<file path="src/rtl/display_update_scheduler.sv">
// rtl/display_update_scheduler.sv - frame-synchronous commit of rover location/orientation to the VGA writer
module display_update_scheduler #(
  parameter int STALE_FRAMES    = 120,
  parameter int FRAME_CNT_WIDTH = 16
) (
  input  logic                       vclock,
  input  logic                       reset,
  input  logic                       vsync,
  input  logic [11:0]                loc_in,
  input  logic                       loc_valid,
  input  logic [4:0]                 orient_in,
  input  logic                       orient_valid,
  output logic [11:0]                location,
  output logic [4:0]                 orientation,
  output logic                       new_data,
  output logic                       orientation_ready,
  output logic                       stale,
  output logic [7:0]                 dropped_count,
  output logic [FRAME_CNT_WIDTH-1:0] frame_count
);

  localparam int SW = $clog2(STALE_FRAMES + 1);
  localparam logic [SW-1:0] STALE_MAX = SW'(STALE_FRAMES);

  typedef enum logic [1:0] {ACTIVE, COMMIT, HOLD} state_t;

  state_t        state;
  logic          vsync_q;
  logic [11:0]   loc_buf;
  logic          loc_pend;
  logic [4:0]    orient_buf;
  logic          orient_pend;
  logic [SW-1:0] stale_cnt;

  logic          frame_start;
  logic          commit;
  logic [SW-1:0] stale_cnt_inc;
  logic          stale_after;
  logic          loc_drop;
  logic          orient_drop;
  logic [8:0]    drop_sum;
  logic [7:0]    drop_next;

  always_comb begin
    frame_start   = vsync_q & ~vsync;
    commit        = (state == COMMIT);
    stale_cnt_inc = (stale_cnt == STALE_MAX) ? stale_cnt : stale_cnt + 1'b1;
    // Staleness as it will stand once this commit cycle's location update lands
    stale_after   = !loc_pend && (stale_cnt_inc == STALE_MAX);
    loc_drop      = loc_valid && loc_pend && !commit;
    orient_drop   = orient_valid && orient_pend && !commit;
    drop_sum      = {1'b0, dropped_count} + {8'd0, loc_drop} + {8'd0, orient_drop};
    drop_next     = drop_sum[8] ? 8'hff : drop_sum[7:0];
  end

  always_ff @(posedge vclock) begin
    if (reset) begin
      state             <= ACTIVE;
      vsync_q           <= 1'b1;
      loc_buf           <= '0;
      loc_pend          <= 1'b0;
      orient_buf        <= '0;
      orient_pend       <= 1'b0;
      stale_cnt         <= STALE_MAX;
      location          <= '0;
      orientation       <= '0;
      new_data          <= 1'b0;
      orientation_ready <= 1'b0;
      stale             <= 1'b1;
      dropped_count     <= '0;
      frame_count       <= '0;
    end else begin
      vsync_q       <= vsync;
      dropped_count <= drop_next;
      if (frame_start)
        frame_count <= frame_count + 1'b1;

      // A strobe in the commit cycle re-arms the pending flag for the next frame
      if (loc_valid) begin
        loc_buf  <= loc_in;
        loc_pend <= 1'b1;
      end else if (commit) begin
        loc_pend <= 1'b0;
      end
      if (orient_valid) begin
        orient_buf  <= orient_in;
        orient_pend <= 1'b1;
      end else if (commit) begin
        orient_pend <= 1'b0;
      end

      case (state)
        ACTIVE: begin
          new_data <= 1'b0;
          if (frame_start)
            state <= COMMIT;
        end
        COMMIT: begin
          state <= HOLD;
          if (loc_pend) begin
            location  <= loc_buf;
            new_data  <= 1'b1;
            stale_cnt <= '0;
            stale     <= 1'b0;
            if (!orient_pend)
              orientation_ready <= 1'b0;
          end else begin
            stale_cnt <= stale_cnt_inc;
            if (stale_after) begin
              stale             <= 1'b1;
              orientation_ready <= 1'b0;
            end
          end
          if (orient_pend && !stale_after) begin
            orientation       <= orient_buf;
            orientation_ready <= 1'b1;
          end
        end
        HOLD: begin
          if (vsync)
            state <= ACTIVE;
        end
        default: state <= ACTIVE;
      endcase
    end
  end

endmodule

</file>
<file path="config.mk">
export PLATFORM = sky130hd
export DESIGN_NAME = display_update_scheduler
export DESIGN_NICKNAME = d
export VERILOG_FILES = /design/src/rtl/display_update_scheduler.sv
export SDC_FILE = /design/constraint.sdc
export NUM_CORES = 1
export LEC_CHECK = 0
export ABC_AREA = 1
export BUFFER_PORTS_ARGS = -buffer_cell sky130_fd_sc_hd__buf_2
export CORE_MARGIN = 1.5
export CORE_UTILIZATION = 55
export CTS_CLUSTER_SIZE = 28
export DETAILED_ROUTE_END_ITERATION = 8
export MAX_ROUTING_LAYER = met4
export PLACE_DENSITY_LB_ADDON = 0.2
export RECOVER_POWER = 100
export SKIP_CTS_REPAIR_TIMING = 1
export SYNTH_ARGS = -nofsm -noshare
export SYNTH_HDL_FRONTEND = slang
export SYNTH_SLANG_ARGS = --single-unit
export TNS_END_PERCENT = 10
</file>
<file path="constraint.sdc">
create_clock -name vclock -period 5.9 [get_ports vclock]
set_clock_uncertainty 0.1 [all_clocks]
set_input_delay 0.885 -clock vclock [delete_from_list [all_inputs] [get_ports vclock]]
set_output_delay 0.885 -clock vclock [all_outputs]
set_load 0.005 [all_outputs]
</file>
### Yosys cells after proc, flatten, opt, wreduce, memory -nomap -nowiden

Cells that the tools add are included.

| word-level totals | value |
|---|---|
| register bits | 73 |
| input port bits | 22 |
| output and inout bits | 44 |
| word-level logic and storage cells | 66 |

| cells by class | value |
|---|---|
| $add $sub $neg | 4 |
| equality and inequality tests | 8 |
| mux-type cells | 17 |
| bitwise gates (word level) | 2 |
| reductions and logical operators | 21 |

Operators with widths:

| cell | number |
|---|---|
| 16-bit by 1-bit adder with 16-bit output, second input constant | 1 |
| 7-bit == test, second input constant | 2 |
| 7-bit 2-to-1 mux | 2 |
| 1-bit 2-to-1 mux | 10 |
| 2-bit AND reduction | 5 |
| 8-bit by 1-bit adder with 9-bit output | 1 |
| 9-bit by 1-bit adder with 9-bit output | 1 |
| 8-bit 2-to-1 mux | 1 |
| 2-bit nonzero test | 4 |
| 7-bit by 1-bit adder with 7-bit output, second input constant | 1 |
| 1-bit logical AND | 6 |
| 2-bit != test, second input constant | 3 |
| 2-bit case mux with 3 select lines | 1 |
| 2-bit 2-to-1 mux | 2 |
| 1-bit logical NOT | 3 |
| 3-bit by 2-bit != test with 1-bit output, second input constant | 1 |
| 3-bit AND reduction | 1 |
| 3-bit nonzero test | 1 |
| 2-bit by 1-bit == test with 1-bit output, second input constant | 1 |
| 2-bit == test, second input constant | 1 |
| 2-bit logical NOT | 1 |
| 1-bit case mux with 2 select lines | 1 |
| 1-bit AND | 1 |
| 1-bit NOT | 1 |

### Depth between registers and ports, before layout

Gate-level depths: netlist of the first run.

| depth | value |
|---|---|
| depth in word-level cells | 8 |
| mapped depth | 14 |
| gate-level depth less buffers | 14 |

### Worst setup path after synthesis of the first run

OpenSTA, ideal clock, no wires.

| timing | value |
|---|---|
| kind | in2reg |
| start | input port loc_valid |
| end | register dropped_count[5] |
| library setup time | 0.109 ns |
| data arrival time | 2.545 ns |
| data required time | 5.691 ns |
| path slack | 3.146 ns |
| stages on the path | 12 |
| buffers on the path | 1 |
| cell sequence | inv_1 -> clkbuf_1 -> nor2_1 -> fa_1 -> ha_1 -> nand2_1 -> nor3_1 -> and2_1 -> nand2_1 -> nand3_1 -> nand2_1 -> inv_1 |

| on the way | value |
|---|---|
| word-level cells in the longest chain between the ends | 5 |

Ends and longest elaborated chain:

| element | line | text |
|---|---|---|
| from (decl) | 10 | `input logic loc_valid,` |
| 1-bit logical AND (2 in series) | 50 | `loc_drop = loc_valid && loc_pend && !commit;` |
| 8-bit by 1-bit adder with 9-bit output | 52 | `drop_sum = {1'b0, dropped_count} + {8'd0, loc_drop} + {8'd0, orient_drop};` |
| 9-bit by 1-bit adder with 9-bit output | 52 |  |
| 8-bit 2-to-1 mux | 53 | `drop_next = drop_sum[8] ? 8'hff : drop_sum[7:0];` |
| to (signal assigned) | 74 | `dropped_count <= drop_next;` |
| to (decl) | 18 | `output logic [7:0] dropped_count,` |

No other way between the ends.
A chain may end at the register's enable or synchronous reset.

### Worst setup path after layout of the first run

| timing | value |
|---|---|
| start | register state[0] |
| end | register dropped_count[5] |

| on the way | value |
|---|---|
| word-level cells in the longest chain between the ends | 6 |
| elaborated cells between the ends (all ways) | 7 |
| those cells by class | add/sub (2); eq/ne (1); mux (1); reduce/logical (3) |

Ends and longest elaborated chain:

| element | line | text |
|---|---|---|
| from (decl) | 27 | `state_t state;` |
| from (signal assigned) | 58 | `state <= ACTIVE;` |
| from (signal assigned) | 96 | `state <= COMMIT;` |
| from (signal assigned) | 99 | `state <= HOLD;` |
| 2-bit by 1-bit == test with 1-bit output (*) | 46 | `commit = (state == COMMIT);` |
| 1-bit logical NOT (*) | 50, 51 |  |
| 1-bit logical AND | 50 |  |
| 8-bit by 1-bit adder with 9-bit output | 52 |  |
| 9-bit by 1-bit adder with 9-bit output (*) | 52 |  |
| 8-bit 2-to-1 mux (*) | 53 |  |

Every way passes the cells marked *; elsewhere a longest branch is shown, timed or not.

==> flow_summary_export.csv, run 1 <==
group,metric,value,unit
cts,cts_tree,"done",
cts,clk_path_buf_depth,2,
timing,report.final.slew_viol_count,38,
floorplanning,fp.dieW,79.2,um
timing,fin_crit,3510,ps
routing,wl_per_cell,11.9,um
logic_synthesis,synth_top_area_share,45.8,%
hold_path,min_path_type,"register to register",
timing,fin_tns_setup,0,ps
logic_synthesis,syn_inst,415,
timing,fin_crit_sh,59.5,%
timing,relSlewSlack,-11.3,%
cts,numClockSinks,73,
routing,dr_total_vias,2784,
cts,cts-buffers-inserted,9,
routing,top_layer,"met4",
routing,first_pass_iters,4,
status,violations,"capacitance limit, slew limit",
power_and_ir_drop,p_leak,1.62,nW
routing,met2_length,3030,um
cts,htreeDepth,3,
setup_path,worstPathArrival,3640,ps
power_and_ir_drop,ir_drop,0.162,mV
timing,setup_viol,0,
global_routing,overflow,0,
finish,finalCoreUtilization,66.7,%
logic_synthesis,postSynth.topFlopCell,"dfxtp_1",
floorplanning,core_area,5540,um^2
logic_synthesis,ys_ff_latch,73,
cts,path_clk_slew,80,ps
place,gp_congestion,0.850,
logic_synthesis,yosys_warnings,0,
global_routing,antenna_found_initial,0,
floorplanning,die-area,6260,um^2
setup_path,path_max_fanout,18,
global_routing,grt_use_total,22.7,%
global_routing,grt_max_degree,38,
global_routing,grt_pass1_wl,11100,um
power_and_ir_drop,pwr_density_cell,272,nW/um^2
status,status,"complete, but fails checks",
global_routing,grt_pass1_vias,2500,
logic_synthesis,synth_seq_area_share,45.8,%
place,portBuffers,65,
finish,antennaDiodeCount,0,
routing,routed_via_density,5.04,
routing,antenna_left,0,
job,cap_violations,1,
floorplanning,ios,66,
routing,wl_met1,3270,um
routing,drc,0,
finish,drive_gt1_share,21.5,%
logic_synthesis,ys_types,36,
cts,clkLatencyLatePin,330,ps
finish,nets,502,
logic_synthesis,synth_top_cell_by_area,"dfxtp_1",
finish,area_growth,15.8,%
routing,drt_wl_total,6580,um
floorplanning,rows,27,
timing,max_clock_freq,285,MHz
routing,wl_met3,227,um
logic_synthesis,synthArstFlopShare,0,%
setup_path,worst_setup_path_end_kind,"register",
logic_synthesis,synthTopCellsByArea,"dfxtp_1, nand2_1, a21oi_1, nor2_1, inv_1",
logic_synthesis,syn_avg_cell_area,7.69,um^2
floorplanning,die_h,79.2,um
setup_path,start_kind,"register",
setup_path,crit_type,"register to register",
timing,final-hold-violation-count,0,
floorplanning,start_util,57.6,%
setup_path,crit_required,6040,ps
logic_synthesis,syn-cell-area,3190,um^2
timing,rsz0062_at_grt,"no",
place,dpl.hpwl,4500,um
routing,drtIter0Drc,160,
logic_synthesis,synth_edf_count,0,
logic_synthesis,syn_nets,442,
cts,cts_root_buffer,"clkbuf_8",
timing,tightest_slew,1670,ps
## final cells by class
type,count,area [um^2]
Clock buffer,10,138
Inverter,45,170
Fill cell,521,1850
Timing Repair Buffer,65,308
Tap cell,72,90.1
Sequential cell,73,1460
Multi-Input combinational cell,281,1470
Clock inverter,6,57.6
## worst paths after layout
check	from	to	slack, ps	cells past startpoint
setup / recovery	state[0]	dropped_count[5]	2390	14
hold / removal	location[7]	location[7]	360	2
setup reg to reg	state[0]	dropped_count[5]	2390	14
hold reg to reg	location[7]	location[7]	360	2
## logic make-up after synthesis
group	Yosys count	synth area share [%]
and+or+nand+nor	184	27.0
AOI/OAI and AO/OA	84	14.5
DFF	73	45.8
buffers and inverters	61	8.04
xor gates and xnor gates	8	2.43
adders and majority gates	5	2.20
## per-stage QoR
step | instance area, um^2 | std cells | setup WS, ps | hold slack [ps] | power, mW
2_1_floorplan | 3190 | 415 | 3150 | 335 | 0.610
3_3_place_gp | 3520 | 536 | 2850 | 347 | 0.630
3_5_place_dp | 3520 | 536 | 2770 | 351 | 0.633
4_1_cts | 3710 | 552 | 2980 | 363 | 1.01
5_1_grt | 3690 | 552 | 2110 | 373 | 1.05
6_report | 3690 | 552 | 2390 | 362 | 1.01
## sequential cells by signal, summed over array words and instances, names as in the netlist
name	flops
frame_count	16
loc_buf	12
location	12
dropped_count	8
stale_cnt	7
orient_buf	5
orientation	5
state	2
loc_pend	1
new_data	1
orient_pend	1
orientation_ready	1
stale	1
vsync_q	1
## critical path, stage by stage, from the launching register on
cell	delay, ps
dfxtp_1	320
inv_1	50
nor2_1	910
inv_1	420
nand2_1	180
nor2_1	70
fa_1	440
ha_1	240
nand2_1	80
nor3_1	60
and2_0	150
nand2_1	180
nand3_1	100
nand2_1	70
inv_1	50
## power breakdown
| part | internal (mW) | switching, mW |
|---|---|---|
| logic | 0.0341 | 0.0626 |
| clock network | 0.204 | 0.180 |
| registers | 0.511 | 0.0141 |
| total | 0.749 | 0.257 |
## layer usage
layer / up-vias / global-route usage, %
li1: 1458 / -
met4: 0 / 6.32
met5: - / -
met3: 5 / 4.25
met2: 50 / 36.9
met1: 1271 / 28.9
## synthesized netlist by cell type, drive strengths merged (3+ instances only)
cell	number
nor2	56
xor2	4
ha	4
nand3	35
xnor2	4
nor3	9
nand2	77
dfxtp	73
nand4	3
o211ai	3
inv	43
buf	8
o21ai	27
a21oi	49
clkbuf	8
## layout by cell type (no fill, tap or decap), drive strengths merged, types with 4 or more instances in the layout
master / n
buf: 52
nor3: 9
xnor2: 4
clkinv: 6
xor2: 4
a21oi: 49
clkbuf: 23
o21ai: 27
dfxtp: 73
nand3: 35
nor2: 56
nand2: 77
inv: 43
ha: 4
No activity file was read; power rests on OpenSTA's default activity.
==> run 2, diff against run 1 <==
--- a/config.mk
+++ b/config.mk
@@ -8,7 +8,7 @@
 export ABC_AREA = 1
 export BUFFER_PORTS_ARGS = -buffer_cell sky130_fd_sc_hd__buf_2
 export CORE_MARGIN = 1.5
-export CORE_UTILIZATION = 55
+export CORE_UTILIZATION = 54
 export CTS_CLUSTER_SIZE = 28
 export DETAILED_ROUTE_END_ITERATION = 8
 export MAX_ROUTING_LAYER = met4
==> constraint.sdc (replaced) <==
create_clock -name vclock -period 3.4 [get_ports vclock]
set_clock_uncertainty 0.1 [all_clocks]
set_input_delay 0.51 -clock vclock [delete_from_list [all_inputs] [get_ports vclock]]
set_output_delay 0.51 -clock vclock [all_outputs]
set_load 0.005 [all_outputs]
==> run 2 against run 1 <==
Net effect:
- the flow now finishes without violations
- critical path depth up 1
- global-route usage grew 0.79 points
- cell count increased by 0.54%
- count of clock-buffer cells in the layout stayed put
- register-to-register slack lost 1700 ps
- via count increased by 3.7%
- utilization down 1.5 points
- largest cell class is now flip-flops and latches
- critical path type unchanged
- sequential share of layout area grew 0.41 points
- critical endpoint unchanged
==> flow_summary_export.csv, run 2 (synthesis gave the netlist of run 1 again) <==
group,metric,value,unit
status,status,"completed",
routing,first_pass_iters,4,
place,postPlaceCellArea,3540,um^2
routing,dr_total_vias,2886,
global_routing,antenna_found_initial,0,
cts,cts_tree,"done",
routing,top_layer,"met4",
power_and_ir_drop,p_leak,1.61,nW
power_and_ir_drop,pwr_density_cell,475,nW/um^2
finish,area_growth,14.6,%
finish,final_cell_mix,"dfxtp_1, nand2_1, nor2_1, a21oi_1, buf_2",
timing,setup_viol,0,
timing,tightest_slew,1010,ps
routing,drt_wl_total,6740,um
setup_path,start_kind,"register",
cts,htreeDepth,3,
cts,clkLatencyLatePin,350,ps
routing,met2_length,3170,um
timing,final-hold-violation-count,0,
power_and_ir_drop,p_total,1.74,mW
cts,cts-buffers-inserted,9,
timing,report.final.slew_viol_count,0,
timing,max_clock_freq,375,MHz
floorplanning,core_area,5610,um^2
place,dpl.hpwl,4520,um
cts,numClockSinks,73,
routing,routed_via_density,5.20,
setup_path,worstPathArrival,2870,ps
power_and_ir_drop,ir_drop,0.315,mV
setup_path,worst_setup_path_end_kind,"register",
global_routing,grt_pass1_vias,2615,
setup_path,path_max_fanout,18,
floorplanning,rows,27,
cts,path_clk_slew,80,ps
floorplanning,ios,66,
finish,antennaDiodeCount,0,
setup_path,crit_type,"register to register",
floorplanning,start_util,56.9,%
cts,clk_path_buf_depth,2,
timing,rsz0062_at_grt,"no",
cts,cts_root_buffer,"clkbuf_8",
place,portBuffers,65,
hold_path,min_path_type,"input pin to register",
timing,relSlewSlack,32.8,%
global_routing,grt_pass1_wl,11300,um
routing,drc,0,
finish,reg_top3,"frame_count x16, loc_buf x12, location x12",
setup_path,crit_required,3600,ps
global_routing,overflow,0,
global_routing,grt_max_degree,37,
routing,wl_met1,3040,um
floorplanning,die_h,79.9,um
timing,fin_crit_sh,78.5,%
job,cap_violations,0,
routing,antenna_left,0,
timing,fin_crit,2670,ps
finish,max_flop_register,"frame_count",
finish,mostFrequentLayoutCell,"dfxtp_1",
floorplanning,die-area,6380,um^2
finish,finalCoreUtilization,65.2,%
finish,drive_gt1_share,18.2,%
finish,final_area,3660,um^2
finish,nets,505,
routing,drtIter0Drc,127,
routing,wl_met3,382,um
timing,fin_tns_setup,0,ps
floorplanning,fp.dieW,79.9,um
global_routing,grt_use_total,23.5,%
place,gp_congestion,0.856,
routing,wl_per_cell,12.1,um
finish,nFillCells,537,
finish,largest_reg_flops,16,
[run 2: path summary, 6_finish.rpt]
check | startpoint | end | slack [ps] | cells after the start
hold reg to reg | vsync_q | state[0] | 340 | 2
hold / removal | loc_in[3] | loc_buf[3] | 280 | 3
setup reg to reg | state[0] | dropped_count[5] | 730 | 15
setup / recovery | state[0] | dropped_count[5] | 730 | 15
[run 2: routing by layer]
| layer | up-vias | track usage [%] |
|---|---|---|
| li1 | 1469 | - |
| met1 | 1325 | 27.4 |
| met2 | 80 | 38.2 |
| met3 | 12 | 4.46 |
| met4 | 0 | 12.6 |
| met5 | - | - |
[run 2: where the power goes]
| group | internal, mW | total [mW] | switching (mW) |
|---|---|---|---|
| Sequential | 0.886 | 0.910 | 0.0236 |
| Clock | 0.335 | 0.665 | 0.330 |
| Combinational | 0.0590 | 0.162 | 0.103 |
[run 2: final cells by class]
class	count	area [um^2]	area share (%)
clock inverters	6	58.8	1.61
well taps	72	90.1	2.46
multi-input cells	281	1420	38.9
flip-flops and latches	73	1460	40.0
repair buffers	68	324	8.86
inverters	45	170	4.65
clock buffers	10	128	3.49
[run 2: worst max-delay path: stages, from the launching register on]
cell and delay (ps):
dfxtp_1 310, inv_1 80, nor2_2 40, buf_4 190, inv_1 230, nand2_1 120, nor2_1 170, fa_1 220
ha_1 210, nand2_1 70, nor3_1 280, and2_0 200, nand2_1 160, nand3_1 110, nand2_1 50, inv_1 70
[run 2: metrics by stage]
stage	hold slack, ps	setup slack (ps)	cells
6_report	278	732	555
5_1_grt	289	427	555
4_1_cts	269	854	555
3_5_place_dp	353	655	539
3_3_place_gp	346	724	539
2_1_floorplan	335	1020	415
